[config.mk]
export PLATFORM = sky130hd
export DESIGN_NAME = jt51_lin2exp_ser_flat
export DESIGN_NICKNAME = d
export VERILOG_FILES = /design/src/rtl/jt51_lin2exp_ser_if.sv /design/src/rtl/jt51_lin2exp_ser.sv /design/src/flat_wrapper.sv
export SDC_FILE = /design/constraint.sdc
export NUM_CORES = 1
export LEC_CHECK = 0
export BUFFER_PORTS_ARGS = -buffer_cell sky130_fd_sc_hd__buf_4
export CORE_ASPECT_RATIO = 0.6
export CORE_MARGIN = 2
export CORE_UTILIZATION = 51
export CTS_BUF_LIST = sky130_fd_sc_hd__clkbuf_8
export CTS_CLUSTER_SIZE = 20
export DETAILED_ROUTE_END_ITERATION = 8
export PLACE_DENSITY = 0.82
export SYNTH_ARGS = -nofsm -noshare
export SYNTH_HDL_FRONTEND = slang
export SYNTH_SLANG_ARGS = --single-unit
[constraint.sdc]
create_clock -name clk -period 14.4 [get_ports clk]
set_input_delay 1.44 -clock clk [delete_from_list [all_inputs] [get_ports clk]]
set_output_delay 1.44 -clock clk [all_outputs]
set_load 0.02 [all_outputs]
[src/rtl/jt51_lin2exp_ser_if.sv]
// Frame input channel of the linear-to-exponent serialiser: CH packed samples
// with a valid/ready handshake.
interface jt51_lin2exp_ser_if #(
   parameter int IW = 16,
   parameter int CH = 2
);
   logic [CH*IW-1:0] din;
   logic             din_valid;
   logic             din_ready;

   modport master (output din, output din_valid, input din_ready);
   modport slave  (input din, input din_valid, output din_ready);
endinterface

[src/rtl/jt51_lin2exp_ser.sv]
// Multi-channel linear to mantissa/exponent converter with a YM3012-style
// serial output. State table: IDLE | waiting for a buffered frame; SHIFT | slot bits leaving on sd.
module jt51_lin2exp_ser #(
   parameter int IW  = 16,
   parameter int MW  = 10,
   parameter int EW  = 3,
   parameter int CH  = 2,
   parameter int PAD = 3,
   parameter int CW  = (CH > 1) ? $clog2(CH) : 1
) (
   input  logic                  clk,
   input  logic                  rst,
   input  logic                  cen,
   jt51_lin2exp_ser_if.slave     bus,
   output logic                  sd,
   output logic                  sync,
   output logic [CW-1:0]         ch,
   output logic [MW-1:0]         man,
   output logic [EW-1:0]         exp,
   output logic                  busy
);
   localparam int SLOT   = PAD + MW + EW;
   localparam int EXPMAX = 2**EW - 1;
   localparam int BW     = $clog2(SLOT);

   localparam logic [0:0] ST_IDLE  = 1'b0;
   localparam logic [0:0] ST_SHIFT = 1'b1;

   logic [0:0]       state;
   logic             full;
   logic [CH*IW-1:0] ib;
   logic [CH*IW-1:0] fl;
   logic [BW-1:0]    bit_cnt;
   logic [SLOT-1:0]  shreg;

   logic             last_bit;
   logic             last_ch;
   logic             from_ib;
   logic             accept;
   logic             xfer;
   logic             load;
   logic             full_nxt;
   logic [CW-1:0]    ch_nxt;
   logic [IW-1:0]    cnv_lin;
   logic [EW-1:0]    cnv_r;
   logic             cnv_run;
   logic [EW-1:0]    cnv_exp;
   logic [MW-1:0]    cnv_man;
   logic [SLOT-1:0]  word;

   assign last_bit = (bit_cnt == BW'(SLOT - 1));
   assign last_ch  = (ch == CW'(CH - 1));
   assign from_ib  = (state == ST_IDLE) || last_ch;
   assign accept   = bus.din_valid && bus.din_ready;
   assign xfer     = full && ((state == ST_IDLE) || (last_bit && last_ch));
   assign load     = (state == ST_IDLE) ? full : (last_bit && (!last_ch || full));
   assign full_nxt = xfer ? 1'b0 : (accept ? 1'b1 : full);
   assign ch_nxt   = from_ib ? '0 : ch + 1'b1;

   // Single converter, fed by whichever sample the next slot load needs.
   always_comb begin
      cnv_lin = ib[IW-1:0];
      if (!from_ib) begin
         for (int k = 0; k < CH; k++) begin
            if (ch_nxt == CW'(k)) cnv_lin = fl[k*IW +: IW];
         end
      end
   end

   // Count sign-repeat bits below the MSB; the window is capped so exp >= 1.
   always_comb begin
      cnv_r   = '0;
      cnv_run = 1'b1;
      for (int i = 1; i < EXPMAX; i++) begin
         if (cnv_run && (cnv_lin[IW-1-i] == cnv_lin[IW-1])) cnv_r = cnv_r + 1'b1;
         else cnv_run = 1'b0;
      end
      cnv_exp = EW'(EXPMAX) - cnv_r;
      cnv_man = MW'(cnv_lin >> (cnv_exp - 1'b1));
      word    = {cnv_exp, cnv_man, {PAD{1'b0}}};
   end

   always_ff @(posedge clk) begin
      if (cen) begin
         if (accept) ib <= bus.din;
         if (xfer)   fl <= ib;
      end
   end

   always_ff @(posedge clk) begin
      if (rst) begin
         state         <= ST_IDLE;
         full          <= 1'b0;
         bus.din_ready <= 1'b0;
         bit_cnt       <= '0;
         shreg         <= '0;
         sd            <= 1'b0;
         sync          <= 1'b0;
         ch            <= '0;
         man           <= '0;
         exp           <= '0;
         busy          <= 1'b0;
      end else if (cen) begin
         full          <= full_nxt;
         bus.din_ready <= !full_nxt;
         if (load) begin
            // The first bit leaves on the load tick itself, so sd is the word LSB.
            state   <= ST_SHIFT;
            busy    <= 1'b1;
            bit_cnt <= '0;
            ch      <= ch_nxt;
            man     <= cnv_man;
            exp     <= cnv_exp;
            sd      <= word[0];
            shreg   <= word >> 1;
            sync    <= 1'b1;
         end else if (state == ST_SHIFT) begin
            if (last_bit) begin
               state   <= ST_IDLE;
               busy    <= 1'b0;
               bit_cnt <= '0;
               sd      <= 1'b0;
               sync    <= 1'b0;
               ch      <= '0;
            end else begin
               bit_cnt <= bit_cnt + 1'b1;
               sd      <= shreg[0];
               shreg   <= shreg >> 1;
               sync    <= 1'b0;
            end
         end
      end
   end
endmodule

[src/flat_wrapper.sv]
// flat-port wrapper written by rule: the top's interface ports become plain ports
module jt51_lin2exp_ser_flat 
#(
   parameter int IW  = 16,
   parameter int MW  = 10,
   parameter int EW  = 3,
   parameter int CH  = 2,
   parameter int PAD = 3,
   parameter int CW  = (CH > 1) ? $clog2(CH) : 1
)
  (clk, rst, cen, sd, sync, ch, man, exp, busy, bus_din, bus_din_valid, bus_din_ready);
  jt51_lin2exp_ser_if #(.IW(IW), .CH(CH)) bus_i ();
  input  logic clk;
  input  logic rst;
  input  logic cen;
  output logic sd;
  output logic sync;
  output logic [CW-1:0] ch;
  output logic [MW-1:0] man;
  output logic [EW-1:0] exp;
  output logic busy;
  input wire logic [$bits(bus_i.din)-1:0] bus_din;
  input wire logic [$bits(bus_i.din_valid)-1:0] bus_din_valid;
  output wire logic [$bits(bus_i.din_ready)-1:0] bus_din_ready;
  assign bus_i.din = bus_din;
  assign bus_i.din_valid = bus_din_valid;
  assign bus_din_ready = bus_i.din_ready;
  jt51_lin2exp_ser #(.IW(IW), .MW(MW), .EW(EW), .CH(CH), .PAD(PAD), .CW(CW)) u_core (.clk(clk), .rst(rst), .cen(cen), .bus(bus_i), .sd(sd), .sync(sync), .ch(ch), .man(man), .exp(exp), .busy(busy));
endmodule
**Word-level counts from Yosys, hierarchy flattened**

Cells that the tools add are included.

- Add/subtract/negate cells: 9
- Eq/ne operators: 8
- Shifts and indexed selects: 1
- Multiplexer cells: 35
- Bitwise operators: 1
- Reductions and logical operators: 22

Operators with widths:

| cell | count |
|---|---|
| 16-bit 2-to-1 mux | 5 |
| 1-bit 2-to-1 mux | 22 |
| 16-bit by 3-bit right shift with 10-bit output | 1 |
| 3-bit 2-to-1 mux | 5 |
| 3-bit by 1-bit adder with 3-bit output (second input constant) | 4 |
| 4-bit 2-to-1 mux | 3 |
| 1-bit logical AND | 9 |
| 2-bit AND reduction | 4 |
| 1-bit equality test | 6 |
| 3-bit AND reduction | 2 |
| 4-bit by 1-bit adder with 4-bit output (second input constant) | 1 |
| 4-bit equality test (second input constant) | 1 |
| 2-bit nonzero test | 2 |
| 1-bit logical OR | 3 |
| 3-bit by 1-bit subtractor with 3-bit output (second input constant) | 1 |
| 3-bit subtractor (first input constant) | 1 |
| 1-bit by 1-bit adder with 2-bit output (second input constant) | 1 |
| 1-bit logical NOT | 2 |
| 2-bit inequality test (second input constant) | 1 |
| 1-bit adder (second input constant) | 1 |
| 1-bit inverter | 1 |

- Register bits after elaboration: 104
- Bits of input ports: 36
- Output and inout bits: 18
- Logic and storage cells: 89

**Longest topological paths before layout**

- Depth in word-level cells: 21
- Mapped depth: 21

**Worst setup path after synthesis**

OpenSTA, ideal clock, no wires.

- Kind: register -> register
- Start point: reg u_core.ch
- End point: reg u_core.shreg[11]
- Library setup time: 0.095 ns
- Arrival time: 4.663 ns
- Path slack: 9.642 ns
- Stages on the path, launching flop included: 20
- Buffers on the path: 1
- Period minus slack after synthesis: 4.758 ns
- Cell sequence: dfxtp_1 nor2b_2 buf_6 mux2i_1 a21o_1 a21oi_1 ha_1 o21ai_0 inv_1 ha_1 mux2_2 ha_1 mux2i_1 a22oi_1 ha_1 or4_4 nand2_4 mux4_2 mux2_2 a221oi_1

- Longest elaborated chain between the ends: 20
- Elaborated cells on any way between the ends: 43
- Classes of those cells: add/sub: 8; eq/ne: 7; shift: 1; mux: 16; reduce/logical: 11

Ends and longest elaborated chain:

| what | line | source |
|---|---|---|
| start: declaration | jt51_lin2exp_ser.sv:17 | `output logic [CW-1:0] ch,` |
| start signal: assignment | jt51_lin2exp_ser.sv:111 | `ch <= ch_nxt;` |
| 1-bit adder or 1-bit logical OR (tied branches) | jt51_lin2exp_ser.sv:58, jt51_lin2exp_ser.sv:53 |  |
| 1-bit 2-to-1 mux | jt51_lin2exp_ser.sv:58 | `assign ch_nxt = from_ib ? '0 : ch + 1'b1;` |
| 16-bit 2-to-1 mux | jt51_lin2exp_ser.sv:65 | `if (ch_nxt == CW'(k)) cnv_lin = fl[k*IW +: IW];` |
| 16-bit 2-to-1 mux | jt51_lin2exp_ser.sv:63 | `if (!from_ib) begin` |
| 1-bit equality test | jt51_lin2exp_ser.sv:75 | `if (cnv_run && (cnv_lin[IW-1-i] == cnv_lin[IW-1])) cnv_r = cnv_r + 1'b1;` |
| 1-bit 2-to-1 mux | jt51_lin2exp_ser.sv:75 |  |
| 1-bit by 1-bit adder with 2-bit output or 1-bit logical AND (tied branches) | jt51_lin2exp_ser.sv:75 |  |
| 3-bit 2-to-1 mux or 1-bit 2-to-1 mux (tied branches) | jt51_lin2exp_ser.sv:75 |  |
| [4 not listed] | - |  |
| 3-bit by 1-bit adder with 3-bit output or 1-bit logical AND (tied branches) | jt51_lin2exp_ser.sv:75 |  |
| 3-bit 2-to-1 mux or 1-bit 2-to-1 mux (tied branches) | jt51_lin2exp_ser.sv:75 |  |
| 3-bit by 1-bit adder with 3-bit output or 1-bit logical AND (tied branches) | jt51_lin2exp_ser.sv:75 |  |
| 3-bit 2-to-1 mux | jt51_lin2exp_ser.sv:75 |  |
| 3-bit subtractor | jt51_lin2exp_ser.sv:78 | `cnv_exp = EW'(EXPMAX) - cnv_r;` |
| 3-bit by 1-bit subtractor with 3-bit output | jt51_lin2exp_ser.sv:79 | `cnv_man = MW'(cnv_lin >> (cnv_exp - 1'b1));` |
| 16-bit by 3-bit right shift with 10-bit output | jt51_lin2exp_ser.sv:79 |  |
| 16-bit 2-to-1 mux | jt51_lin2exp_ser.sv:106 | `if (load) begin` |
| end signal: assignment | jt51_lin2exp_ser.sv:115 | `shreg <= word >> 1;` |
| end signal: assignment | jt51_lin2exp_ser.sv:128 | `shreg <= shreg >> 1;` |
| end: declaration | jt51_lin2exp_ser.sv:34 | `logic [SLOT-1:0] shreg;` |

Parallel ways exist; a longest one is shown, timed or not.
A chain may end at the register's enable or synchronous reset.

**Worst setup path in the final report**

- Start point: reg u_core.state
- End point: reg u_core.shreg[11]

- Longest elaborated chain between the ends: 21
- Elaborated cells on any way between the ends: 40
- Classes of those cells: add/sub: 7; eq/ne: 7; shift: 1; mux: 16; bitwise: 1; reduce/logical: 8

Ends and longest elaborated chain:

| what | line | source |
|---|---|---|
| start: declaration | jt51_lin2exp_ser.sv:29 | `logic [0:0] state;` |
| start signal: assignment | jt51_lin2exp_ser.sv:92 | `state <= ST_IDLE;` |
| start signal: assignment | jt51_lin2exp_ser.sv:108 | `state <= ST_SHIFT;` |
| start signal: assignment | jt51_lin2exp_ser.sv:119 | `state <= ST_IDLE;` |
| 1-bit inverter | jt51_lin2exp_ser.sv:53 | `assign from_ib = (state == ST_IDLE) \|\| last_ch;` |
| 1-bit logical OR | jt51_lin2exp_ser.sv:53 |  |
| 1-bit 2-to-1 mux | jt51_lin2exp_ser.sv:58 |  |
| 16-bit 2-to-1 mux | jt51_lin2exp_ser.sv:65 |  |
| 16-bit 2-to-1 mux | jt51_lin2exp_ser.sv:63 |  |
| 1-bit equality test | jt51_lin2exp_ser.sv:75 |  |
| 1-bit 2-to-1 mux | jt51_lin2exp_ser.sv:75 |  |
| 1-bit by 1-bit adder with 2-bit output or 1-bit logical AND (tied branches) | jt51_lin2exp_ser.sv:75 |  |
| [5 not listed] | - |  |
| 3-bit by 1-bit adder with 3-bit output or 1-bit logical AND (tied branches) | jt51_lin2exp_ser.sv:75 |  |
| 3-bit 2-to-1 mux or 1-bit 2-to-1 mux (tied branches) | jt51_lin2exp_ser.sv:75 |  |
| 3-bit by 1-bit adder with 3-bit output or 1-bit logical AND (tied branches) | jt51_lin2exp_ser.sv:75 |  |
| 3-bit 2-to-1 mux | jt51_lin2exp_ser.sv:75 |  |
| 3-bit subtractor | jt51_lin2exp_ser.sv:78 |  |
| 3-bit by 1-bit subtractor with 3-bit output | jt51_lin2exp_ser.sv:79 |  |
| 16-bit by 3-bit right shift with 10-bit output | jt51_lin2exp_ser.sv:79 |  |
| 16-bit 2-to-1 mux | jt51_lin2exp_ser.sv:106 |  |

Parallel ways exist; a longest one is shown, timed or not.

==> flow_metrics.py <==
metrics = {
    "outcome": {
        "status": "finished clean",
    },
    "cts": {
        "cts_max_path_buffers": 2,
        "ctsHoldBuffers": 0,
        "clock-sinks": 87,
        "cts_setup_buffers": 0,
        "ctsResizeCount": 0,
        "path_clk_slew_ns": 0.09,
        "clk_latency_ns": 0.37,
        "htree_levels": 3,
        "root_buffer": "clkbuf_8",
        "cts_buffers": 9,
        "cts_tree": "yes",
    },
    "power_and_ir_drop": {
        "p_leak_nw": 1.824,
        "switching_share": 0.2370,
        "power.share.sequential": 0.562,
        "peakVddDrop_uv": 74.80,
        "pwr-share-clk": 0.369,
        "power_density_mw_per_mm2": 97.99,
        "p_int_uw": 362.0,
        "combPwrFrac": 0.069,
        "p_sw_uw": 112.4,
    },
    "yosys": {
        "syn_nets": 407,
        "synth_seq_cells": 87,
        "syn_inst": 366,
        "synth_async_sr_flop_share": 0,
        "avgSynthCellArea_um2": 11.46,
        "synth_ff_type": "edfxtp_1",
        "yosysWarnings": 0,
        "synth_edf_count": 48,
        "ys_types": 59,
        "yosysMostFrequentCell": "edfxtp_1",
        "yosysSeqAreaShare": 0.5297,
        "synth_top_cell_area_share": 0.3436,
        "synthTopCellsByArea": "edfxtp_1, dfxtp_1, mux2i_1",
        "syn_area_mm2": 0.004195,
        "synth_largest_area_cell": "edfxtp_1",
        "synthTopCellsByCount": "edfxtp_1, a21oi_1, dfxtp_1",
    },
    "worst_setup_path": {
        "setup.worst_path.end": "u_core.shreg[11]",
        "rr_endpoint": "u_core.shreg[11]",
        "startpoint_type": "flop",
        "path_class": "reg -> reg",
        "crit_arrival_ns": 6.09,
        "crit_required_ns": 14.68,
        "end_kind": "flop",
        "reg2reg_depth": 18,
        "r2r_start": "u_core.state",
        "crit_fanout": 19,
        "rrSetupSlack_ns": 8.59,
        "crit_start": "u_core.state",
    },
    "sta": {
        "skew_ns": 0.01213,
        "fin_crit_sh": 0.4036,
        "setup_ws_ns": 8.588,
        "holdWs_ns": 0.4253,
        "max-slew-margin-rel": 0.3282,
        "drv_slew": 0,
        "worstMarginPinSlew_ns": 1.008,
        "final-setup-viol-count": 0,
        "finalCriticalPeriod_ns": 5.812,
        "hold_viol": 0,
        "fin_tns_setup_ns": 0,
        "fmax_ghz": 0.1721,
        "rsz0062_at_grt": "false",
    },
    "run": {
        "maxCapViolations": 0,
    },
    "global_routing": {
        "grt_max_degree": 34,
        "gr-total-overflow": 0,
        "grt_use_total": 0.2243,
        "antenna_found_initial": 0,
        "grt_pass1_wl_mm": 14.97,
        "grt_pass1_vias": 2901,
    },
    "layout": {
        "post-route-cell-area_mm2": 0.004842,
        "n_antenna_cell": 0,
        "final-instance-count-excl-fill": 526,
        "finalNetCount": 455,
        "area_growth_pct": 15.42,
        "drive_gt1_frac": 0.2488,
    },
    "floorplanning": {
        "die_x_um": 121.1,
        "core_area_mm2": 0.007914,
        "std_cell_rows": 25,
        "io_pins": 54,
        "dieArea_mm2": 0.008992,
        "die_y_um": 74.26,
        "start_util": 0.5301,
    },
    "detailed_routing": {
        "drtIter0Drc": 268,
        "wire_per_inst_um": 17.86,
        "viasPerCell": 6.011,
        "antenna_left": 0,
        "dr.pass1.iters": 6,
        "drt-total-wl_mm": 9.394,
        "vias": 3162,
        "drc_errors": 0,
    },
    "placement": {
        "place_area_mm2": 0.004642,
        "place_congestion": 0.8740,
        "dp_slack_ns": 8.605,
        "portBuffers": 53,
        "hpwl_mm": 6.876,
        "dp.cells": 511,
    },
    "hold_path": {
        "hp-class": "reg -> reg",
    },
}
final cells by class:
class | instances | area (µm²)
clock buffers | 9 | 123.9
clock inverters | 6 | 76.32
fillers | 641 | 3072
inverters | 9 | 33.78
multi-input cells | 251 | 1831
flip-flops and latches | 87 | 2222
well taps | 108 | 135.1
repair buffers | 56 | 420.4
state kept, by name (all words and copies together) (netlist names):
| register | count |
|---|---|
| u_core.ib | 32 |
| u_core.fl | 16 |
| u_core.bus.din_ready | 1 |
| u_core.sync | 1 |
| u_core.busy | 1 |
| u_core.shreg | 15 |
| u_core.bit_cnt | 4 |
| u_core.state | 1 |
| u_core.exp | 3 |
| u_core.full | 1 |
| u_core.ch | 1 |
| u_core.sd | 1 |
| u_core.man | 10 |
cell families after synthesis:
group,Yosys count,synth area share
adder cells (fa/ha/maj),5,0.01491
buffers and inverters,28,0.03400
multiplexers,45,0.1408
AO/OA/AOI/OAI,93,0.1429
AND/OR/NAND/NOR,105,0.1315
XOR/XNOR,3,0.006264
flip-flops,87,0.5297
per-stage QoR:
step                      total power [mW]  utilization
after global routing                0.4899       0.6119
after CTS                           0.4773       0.6119
after global placement              0.3035       0.5866
after floorplan                     0.2911            -
after detailed placement            0.3045       0.5866
final                               0.4745       0.6119
worst min path at each step:
stage | start | to | slack [ns] | depth (start not counted)
2_1_floorplan | u_core.ib[16] | u_core.fl[16] | 0.40 | 0
3_3_place_gp | u_core.ib[19] | u_core.fl[19] | 0.40 | 0
3_5_place_dp | u_core.ib[22] | u_core.fl[22] | 0.41 | 0
4_1_cts | u_core.ib[22] | u_core.fl[22] | 0.43 | 0
5_1_grt | u_core.ib[22] | u_core.fl[22] | 0.43 | 0
6_report | u_core.ib[22] | u_core.fl[22] | 0.43 | 0
critical path, cell delays in order (launching register included):
cell	delay (ns)
dfxtp_1	0.52
nand2b_1	0.60
a31oi_1	0.69
and3_1	0.25
a21oi_1	0.06
ha_1	0.30
o21ai_0	0.23
inv_1	0.09
ha_1	0.29
mux2_2	0.27
ha_1	0.27
mux2i_1	0.13
a22oi_1	0.15
ha_1	0.25
or4_4	0.59
nand2_4	0.20
mux4_2	0.34
mux2_2	0.27
a221oi_1	0.23
placed cells by master, fill, tap and decap left out, types with 7 or more instances in the layout:
| cell type | netlist | routed |
|---|---|---|
| o21ai_1 | 7 | 7 |
| nor3_1 | 7 | 7 |
| buf_4 | 1 | 56 |
| inv_1 | 7 | 7 |
| nor2_1 | 30 | 30 |
| o21ai_0 | 7 | 7 |
| mux2_2 | 9 | 9 |
| clkbuf_8 | 0 | 9 |
| edfxtp_1 | 48 | 48 |
| mux4_2 | 10 | 10 |
| and3_1 | 8 | 8 |
| mux2i_1 | 25 | 25 |
| nand2_1 | 28 | 28 |
| dfxtp_1 | 39 | 39 |
| a21oi_1 | 39 | 39 |
| nand3_1 | 7 | 7 |
power groups by stage:
stage,combinational [mW],sequential [mW],clock [mW]
after floorplan,0.0193,0.272,0
after global placement,0.0313,0.272,0
after detailed placement,0.0321,0.272,0
after CTS,0.0323,0.267,0.178
after global routing,0.0356,0.267,0.187
final,0.0326,0.267,0.175
routing by layer:
metal  track usage  share of wire  up-vias
met4       0.08786          0.017        0
met3       0.07132          0.086       17
met1        0.3058           0.46     1525
li1              -              -     1480
met2        0.3390           0.43      140
met5             0              0        -
Note: power is estimated with default switching activity, not from simulation.
